## src/rtl/pattern_gen.sv

```systemverilog
// Test-pattern generator: colour bars, checkerboard, gradient and a bouncing box,
// producing one registered 12-bit RGB pixel per px_clk from the incoming raster coordinates.
module pattern_gen #(
    parameter int H_ACTIVE = 640,
    parameter int V_ACTIVE = 480,
    parameter int BOX_SIZE = 32,
    parameter int STEP     = 2
) (
    input  logic        px_clk,
    input  logic        rst,
    input  logic [10:0] px_h,
    input  logic [10:0] px_v,
    input  logic [1:0]  mode,
    input  logic        pause,
    output logic [11:0] px_data,
    output logic        frame_tick
);

    localparam logic [10:0] H11    = 11'(H_ACTIVE);
    localparam logic [10:0] V11    = 11'(V_ACTIVE);
    localparam logic [10:0] BOX11  = 11'(BOX_SIZE);
    localparam logic [10:0] STEP11 = 11'(STEP);
    localparam logic [10:0] X_MAX  = 11'(H_ACTIVE - BOX_SIZE);
    localparam logic [10:0] Y_MAX  = 11'(V_ACTIVE - BOX_SIZE);

    typedef struct packed {
        logic [9:0] pos;
        logic       neg;
        logic       bounce;
    } axis_t;

    // One frame of motion on one axis; comparisons at 11 bits so pos+STEP cannot wrap.
    function automatic axis_t move_axis(input logic [9:0] pos, input logic neg,
                                        input logic [10:0] lim_max);
        axis_t r;
        r.pos    = pos;
        r.neg    = neg;
        r.bounce = 1'b0;
        if (!neg) begin
            if ({1'b0, pos} + STEP11 >= lim_max) begin
                r.pos    = 10'(lim_max);
                r.neg    = 1'b1;
                r.bounce = 1'b1;
            end else begin
                r.pos = 10'({1'b0, pos} + STEP11);
            end
        end else begin
            if ({1'b0, pos} <= STEP11) begin
                r.pos    = 10'd0;
                r.neg    = 1'b0;
                r.bounce = 1'b1;
            end else begin
                r.pos = 10'({1'b0, pos} - STEP11);
            end
        end
        return r;
    endfunction

    function automatic logic [11:0] bar_colour(input logic [10:0] h);
        logic [11:0] c;
        if      (h < 11'd80)  c = 12'hFFF;
        else if (h < 11'd160) c = 12'hFF0;
        else if (h < 11'd240) c = 12'h0FF;
        else if (h < 11'd320) c = 12'h0F0;
        else if (h < 11'd400) c = 12'hF0F;
        else if (h < 11'd480) c = 12'hF00;
        else if (h < 11'd560) c = 12'h00F;
        else                  c = 12'h000;
        return c;
    endfunction

    logic [1:0]  mode_q, mode_d;
    logic [9:0]  box_x_q, box_x_d, box_y_q, box_y_d;
    logic        dir_x_q, dir_x_d, dir_y_q, dir_y_d;
    logic [11:0] box_col_q, box_col_d;
    logic [11:0] px_data_q, px_data_d;
    logic        frame_tick_q, frame_tick_d;

    logic        frame_start, active, in_box;
    logic [11:0] colour;
    axis_t       mv_x, mv_y;

    always_comb begin
        frame_start = (px_h == 11'd0) && (px_v == V11);
        active      = (px_h < H11) && (px_v < V11);
        in_box      = ({1'b0, box_x_q} <= px_h) && (px_h < {1'b0, box_x_q} + BOX11) &&
                      ({1'b0, box_y_q} <= px_v) && (px_v < {1'b0, box_y_q} + BOX11);
        mv_x        = move_axis(box_x_q, dir_x_q, X_MAX);
        mv_y        = move_axis(box_y_q, dir_y_q, Y_MAX);

        mode_d    = mode_q;
        box_x_d   = box_x_q;
        box_y_d   = box_y_q;
        dir_x_d   = dir_x_q;
        dir_y_d   = dir_y_q;
        box_col_d = box_col_q;
        if (frame_start) begin
            mode_d = mode;
            if (!pause) begin
                box_x_d = mv_x.pos;
                box_y_d = mv_y.pos;
                dir_x_d = mv_x.neg;
                dir_y_d = mv_y.neg;
                // F00 -> 0F0 -> 00F -> F00 is a 4-bit rotate right; a corner bounce rotates once.
                if (mv_x.bounce || mv_y.bounce) begin
                    box_col_d = {box_col_q[3:0], box_col_q[11:4]};
                end
            end
        end

        case (mode_q)
            2'd0:    colour = bar_colour(px_h);
            2'd1:    colour = (px_h[5] ^ px_v[5]) ? 12'hFFF : 12'h000;
            2'd2:    colour = {px_h[9:6], px_v[8:5], 4'h8};
            default: colour = in_box ? box_col_q : 12'h008;
        endcase

        px_data_d    = active ? colour : 12'h000;
        frame_tick_d = frame_start;
    end

    always_ff @(posedge px_clk or posedge rst) begin
        if (rst) begin
            mode_q       <= 2'd0;
            box_x_q      <= 10'd0;
            box_y_q      <= 10'd0;
            dir_x_q      <= 1'b0;
            dir_y_q      <= 1'b0;
            box_col_q    <= 12'hF00;
            px_data_q    <= 12'h000;
            frame_tick_q <= 1'b0;
        end else begin
            mode_q       <= mode_d;
            box_x_q      <= box_x_d;
            box_y_q      <= box_y_d;
            dir_x_q      <= dir_x_d;
            dir_y_q      <= dir_y_d;
            box_col_q    <= box_col_d;
            px_data_q    <= px_data_d;
            frame_tick_q <= frame_tick_d;
        end
    end

    assign px_data    = px_data_q;
    assign frame_tick = frame_tick_q;

endmodule

```

## config.mk

```make
export PLATFORM = sky130hd
export DESIGN_NAME = pattern_gen
export DESIGN_NICKNAME = d
export VERILOG_FILES = /design/src/rtl/pattern_gen.sv
export SDC_FILE = /design/constraint.sdc
export NUM_CORES = 1
export LEC_CHECK = 0
export CAP_MARGIN = 25
export CORE_ASPECT_RATIO = 2
export CORE_MARGIN = 5
export CORE_UTILIZATION = 31
export DETAILED_ROUTE_END_ITERATION = 8
export PLACE_DENSITY = 0.53
export SLEW_MARGIN = 20
export SYNTH_ARGS = -nofsm -noshare
export SYNTH_HDL_FRONTEND = slang
export SYNTH_SLANG_ARGS = --single-unit
```

## constraint.sdc

```tcl
create_clock -name px_clk -period 3.6 [get_ports px_clk]
set_input_delay 0.36 -clock px_clk [delete_from_list [all_inputs] [get_ports px_clk]]
set_output_delay 0.36 -clock px_clk [all_outputs]
set_load 0.05 [all_outputs]
```

== Word level (Yosys, flattened, before mapping) ==
Index checks and enable logic that the tools add are counted.

* Reductions and logical operators: 10
* Bitwise gates (word level): 2
* Magnitude comparators: 17
* Add/sub/neg operators: 6
* Muxes and demuxes: 21
* Eq/ne operators: 3

{| class="wikitable"
|+ Operators with widths
! operator !! number
|-
| 12-bit 2-to-1 mux || 11
|-
| 11-bit by 9-bit less-than comparator with 1-bit output (second input constant) || 4
|-
| 10-bit 2-to-1 mux || 4
|-
| 12-bit one-hot mux with 3 select lines || 1
|-
| 10-bit by 2-bit adder with 11-bit output (second input constant) || 2
|-
| 10-bit by 6-bit adder with 11-bit output (second input constant) || 2
|-
| 10-bit by 11-bit less-or-equal comparator with 1-bit output || 2
|-
| 11-bit by 10-bit less-than comparator with 1-bit output (second input constant) || 2
|-
| 11-bit less-than comparator || 2
|-
| 11-bit by 8-bit less-than comparator with 1-bit output (second input constant) || 2
|-
| 10-bit by 2-bit less-or-equal comparator with 1-bit output (second input constant) || 2
|-
| 10-bit by 2-bit subtractor with 10-bit output (second input constant) || 2
|-
| 11-bit by 9-bit equality test with 1-bit output (second input constant) || 1
|-
| 11-bit by 10-bit >= comparator with 1-bit output (second input constant) || 1
|-
| 11-bit by 9-bit >= comparator with 1-bit output (second input constant) || 1
|-
| 11-bit logical NOT || 1
|-
| 11-bit by 7-bit less-than comparator with 1-bit output (second input constant) || 1
|-
| 2-bit 2-to-1 mux || 4
|-
| 1-bit logical AND || 5
|-
| 4-bit 2-to-1 mux || 1
|-
| 3-bit AND reduction || 1
|-
| 2-bit by 1-bit equality test with 1-bit output (second input constant) || 1
|-
| 2-bit equality test (second input constant) || 1
|-
| 2-bit logical NOT || 1
|-
| 4 further kinds || 4
|}

* Bits of input ports: 27
* Output and inout bits: 13
* Flip-flop bits (word level): 49
* Word-level logic and storage cells: 67

== Depth between registers and ports, before layout ==
* Depth in word-level cells: 10
* Depth in mapped cells: 11
* Mapped depth without buffers: 10

== Least setup slack after synthesis ==
OpenSTA, ideal clock, no wires.

* Path type: register to register
* Start point: register box_y_q[5]
* End point: register px_data_q[3], in the netlist px_data[3]
* Setup time: 0.126 ns
* Cell stages (with the launch flop): 10
* Setup slack: 0.739 ns
* Period minus slack after synthesis: 2.861 ns
* Buffers on the path: 0
* Arrival: 2.736 ns
* Data required time: 3.474 ns
* Cells stage by stage: dfrtp_1 ha_1 and3_1 xnor2_1 ha_1 a21o_1 a2111oi_0 o31ai_1 or4_1 o311a_1

* Word-level cells in the longest chain between the ends: 6
* Elaborated cells on any way between the ends: 8
* Classes of those cells: 1 x add/sub; 2 x order compare; 3 x mux; 2 x reduce/logical

{| class="wikitable"
|+ Ends and longest elaborated chain
! element !! RTL line !! RTL
|-
| start: declaration || 73 || <nowiki>logic [9:0] box_x_q, box_x_d, box_y_q, box_y_d;</nowiki>
|-
| start signal: assignment || 135 || <nowiki>box_y_q <= box_y_d;</nowiki>
|-
| 10-bit by 6-bit adder with 11-bit output / 10-bit by 11-bit less-or-equal comparator with 1-bit output (equally long branches) || 87 || <nowiki>({1'b0, box_y_q} <= px_v) && (px_v < {1'b0, box_y_q} + BOX11);</nowiki>
|-
| 11-bit less-than comparator / 1-bit logical AND (equally long branches) || 87, 86 ||
|-
| 1-bit logical AND * || 87 ||
|-
| 12-bit 2-to-1 mux * || 115 || <nowiki>default: colour = in_box ? box_col_q : 12'h008;</nowiki>
|-
| 12-bit one-hot mux with 3 select lines * || 111 || <nowiki>case (mode_q)</nowiki>
|-
| 12-bit 2-to-1 mux * || 118 || <nowiki>px_data_d = active ? colour : 12'h000;</nowiki>
|-
| named net px_data_d[3] || 76 || <nowiki>logic [11:0] px_data_q, px_data_d;</nowiki>
|-
| end signal: assignment || 139 || <nowiki>px_data_q <= px_data_d;</nowiki>
|-
| end: declaration || 76 ||
|}

Mark *: on every way through the listed nets, which the timed path passes. The rest lies on a longest branch.
A chain may end at the register's enable or synchronous reset.

== Final worst setup path ==
* Start point: register box_y_q[6]
* End point: register px_data_q[7], in the netlist px_data[7]

Same word-level chain as after synthesis.

==> results.md <==
- Outcome: completed
- Drt drc: 0
- Crit path time final: 3.22 ns
- TritonCTS Buffers: 5
- Hold Crit Class: in2async
- Die Footprint: 16500 um^2
- Post-synth EDFFs: 0
- Crit-path most repeated cell: ha_1
- Crit end category: register
- Largest net degree at the start of global routing: 33
- Setup WS pre-CTS: 0.404 ns
- Share of layout cells above drive strength 1: 11.9%
- Setup TNS: 0 ns
- Fillers: 1393
- I/O Pins: 40
- Dominant synthesized flop cell: dfrtp_1
- H-tree Lvls: 2
- Pwr dens: 232 nW/um^2
- Synth Area per Inst: 8.67 um^2
- Crit Path Class: reg2reg
- Syn nets: 571
- Max-cap viol count: 0
- Initial antenna violation count: 0
- Port bufs: 39
- Syn Inst Count: 496
- Mapped Area: 4300 um^2
- Diode count: 0
- Max-slew headroom: 42.5%
- Die X: 93.3 um
- Worst-skew pair later-pin latency: 0.30 ns
- Global-route wire length before repair: 19.0 mm
- Worst Skew: 0.00579 ns
- Final setup fails: 0
- TritonCTS clock tree: done
- Final worst setup slack: 0.385 ns
- Rows: 61
- Final cell count without fillers: 688
- Hold_ws: 0.505 ns
- Gpl congestion: 0.829
- 1st-pass router iterations: 4
- Synthesis-to-finish area growth: 16.8%
- Via density: 5.55
- Async SR Flop Fraction: 100%
- Final Cycle Share: 89.3%
- Warnings, synthesis: 0
- # placed instances: 680
- Fin. Hold Viols: 0
- Hold_buf cts: 0
- CTS Buffer Depth: 2
- Antenna Nets Post-Route: 0
- Routed WL per cell: 16.9 um
- Routed via count: 3818
- Post-synthesis sequential area ratio: 27.5%
- Clock sinks: 47
- Clock-pin slew on the worst setup and hold paths: 0.07 ns
- FF+latch count, synth: 47
- Core area: 13700 um^2
- Tot GR Track Use: 14.4%
- Iteration-0 DRC Markers: 194
- Nets: 605
- Total wire length: 11.6 mm
- Setup repair bufs after CTS: 0
- Leak: 2.18 nW
- Worst-Margin Slew: 0.863 ns
- Starting Density: 31.3%
- Distinct cells, synth: 74
- Final Slew Violations: 0
- CP peak stage delay: 0.58 ns
- Worst Setup Start Kind: register
- CP required: 3.81 ns
- Vias in the first global route: 3801
- Post-DP HPWL: 9.05 mm
- Unrepaired setup endpoints after global routing: false
- Critical path peak fanout: 10
- Slowest CP cell: dfrtp_1
- GR Overflow Total: 0
- Critical path cell sequence: ha_1 > and3_1 > xnor2_1 > ha_1 > a21o_1 > a2111oi_0 > o31ai_1 > or4_1 > buf_4 > a211oi_2
- Max Clk Rate: 311 MHz
- Data arrival, critical path: 3.43 ns
- Root Buffer: clkbuf_16
- Post-cts sizing count: 0
- Peak VDD IR: 177 uV
- Die Y: 177 um
## cell usage in the layout (no fill, tap or decap), types with 3 or more instances in the layout
cell type         n
nand2b_1          3
a31oi_1           5
a211oi_2          7
a21oi_1          34
a2111oi_0         4
o22ai_1           3
mux2_4           10
nor2b_1           5
xnor2_1           7
xor2_1            3
buf_4            15
clkdlybuf4s50_1  39
o31ai_1           3
clkbuf_16         5
a211oi_1          6
o21a_1            5
and3_1            9
o21ai_0          43
and2_1            5
nor4_1            9
nor2_1           23
inv_1            41
nor3_1           17
dfstp_2           4
nand3_1          19
a21o_1            6
ha_1             48
dfrtp_1          43
nand2_1          29
and4_1            5
or3_1             3
mux2_2            3
nand4_1          11
o21bai_1          6
## cell families after synthesis
logic type	share of synthesized area (%)
buffers and inverters	6.69
and+or+nand+nor	20.2
DFF	27.5
adders and majority gates	14.2
xor gates and xnor gates	2.04
muxes	5.03
AOI/OAI and AO/OA	24.4
## flip-flops by register name (all words and copies together), names as in the netlist
register / flops
px_data: 12
dir_x_q: 1
dir_y_q: 1
box_col_q: 12
box_x_q: 9
mode_q: 2
frame_tick: 1
box_y_q: 9
## per-layer routing
layer	global-route usage (%)	wire length, um
met1	18.3	5160
met2	25.0	5780
met3	1.71	458
met4	4.71	213
met5	0	0
## report_power, final
part / switching, mW / leakage, nW / internal [mW]
Clock: 0.226 / 0.0723 / 0.265
Combinational: 0.0791 / 1.50 / 0.0638
Sequential: 0.000353 / 0.610 / 0.529
## cell type report
cell class                 count  area (um^2)  share of cell area, %
clock buffer                   5          125                   2.49
clock inverter                 3         27.5                  0.548
inverter                      42          158                   3.14
multi-input combinational    380         2830                   56.4
sequential                    47         1180                   23.5
tap                          157          196                   3.91
timing repair buffer          54          503                   10.0
## cell usage after synthesis, types with 7 or more instances
library cell / count / area [um^2]
o21ai_0: 43 / 215
nor2_1: 23 / 86.3
inv_1: 42 / 158
a21oi_1: 34 / 170
nand2_1: 29 / 109
nor3_1: 17 / 85.1
buf_2: 8 / 40.0
nand4_1: 11 / 68.8
a211oi_2: 7 / 87.6
nor4_1: 9 / 56.3
clkbuf_1: 15 / 56.3
nand3_1: 19 / 95.1
and3_1: 9 / 56.3
ha_1: 48 / 601
xnor2_1: 7 / 61.3
dfrtp_1: 43 / 1080
mux2_4: 10 / 150
## worst max-delay path: cells and delay by family, from the launching register on
kind            cells  cell delay (ns)
fa+ha+maj           2             0.53
simple gates        2             0.72
buf+inv             1             0.22
flops               1             0.58
compound gates      4             0.95
xor+xnor            1             0.13
## path summary, 6_finish.rpt
path                                               start  cells past startpoint                   endpoint  slack [ns]
worst max-delay path              box_y_q[6]$_DFFE_PP0P_                     10       px_data[7]$_DFF_PP0_        0.38
worst min-delay path                                 rst                      2   box_col_q[1]$_DFFE_PP0P_        0.50
worst max register to register    box_y_q[6]$_DFFE_PP0P_                     10       px_data[7]$_DFF_PP0_        0.38
worst min register to register  box_col_q[2]$_DFFE_PP0P_                      1  box_col_q[10]$_DFFE_PP1P_        0.53
max in group asynchronous                            rst                      3   box_col_q[8]$_DFFE_PP1P_        2.33
min in group px_clk             box_col_q[2]$_DFFE_PP0P_                      1  box_col_q[10]$_DFFE_PP1P_        0.53
## through the flow
step	utilization [%]	total power, mW	cell area (um^2)
detailed placement	35.4	0.684	4870
floorplan	-	0.614	4300
finish	36.5	1.16	5020
CTS	36.5	1.19	5020
global placement	35.4	0.684	4870
global route	36.5	1.22	5020
Note: power is estimated with default switching activity, not from simulation.
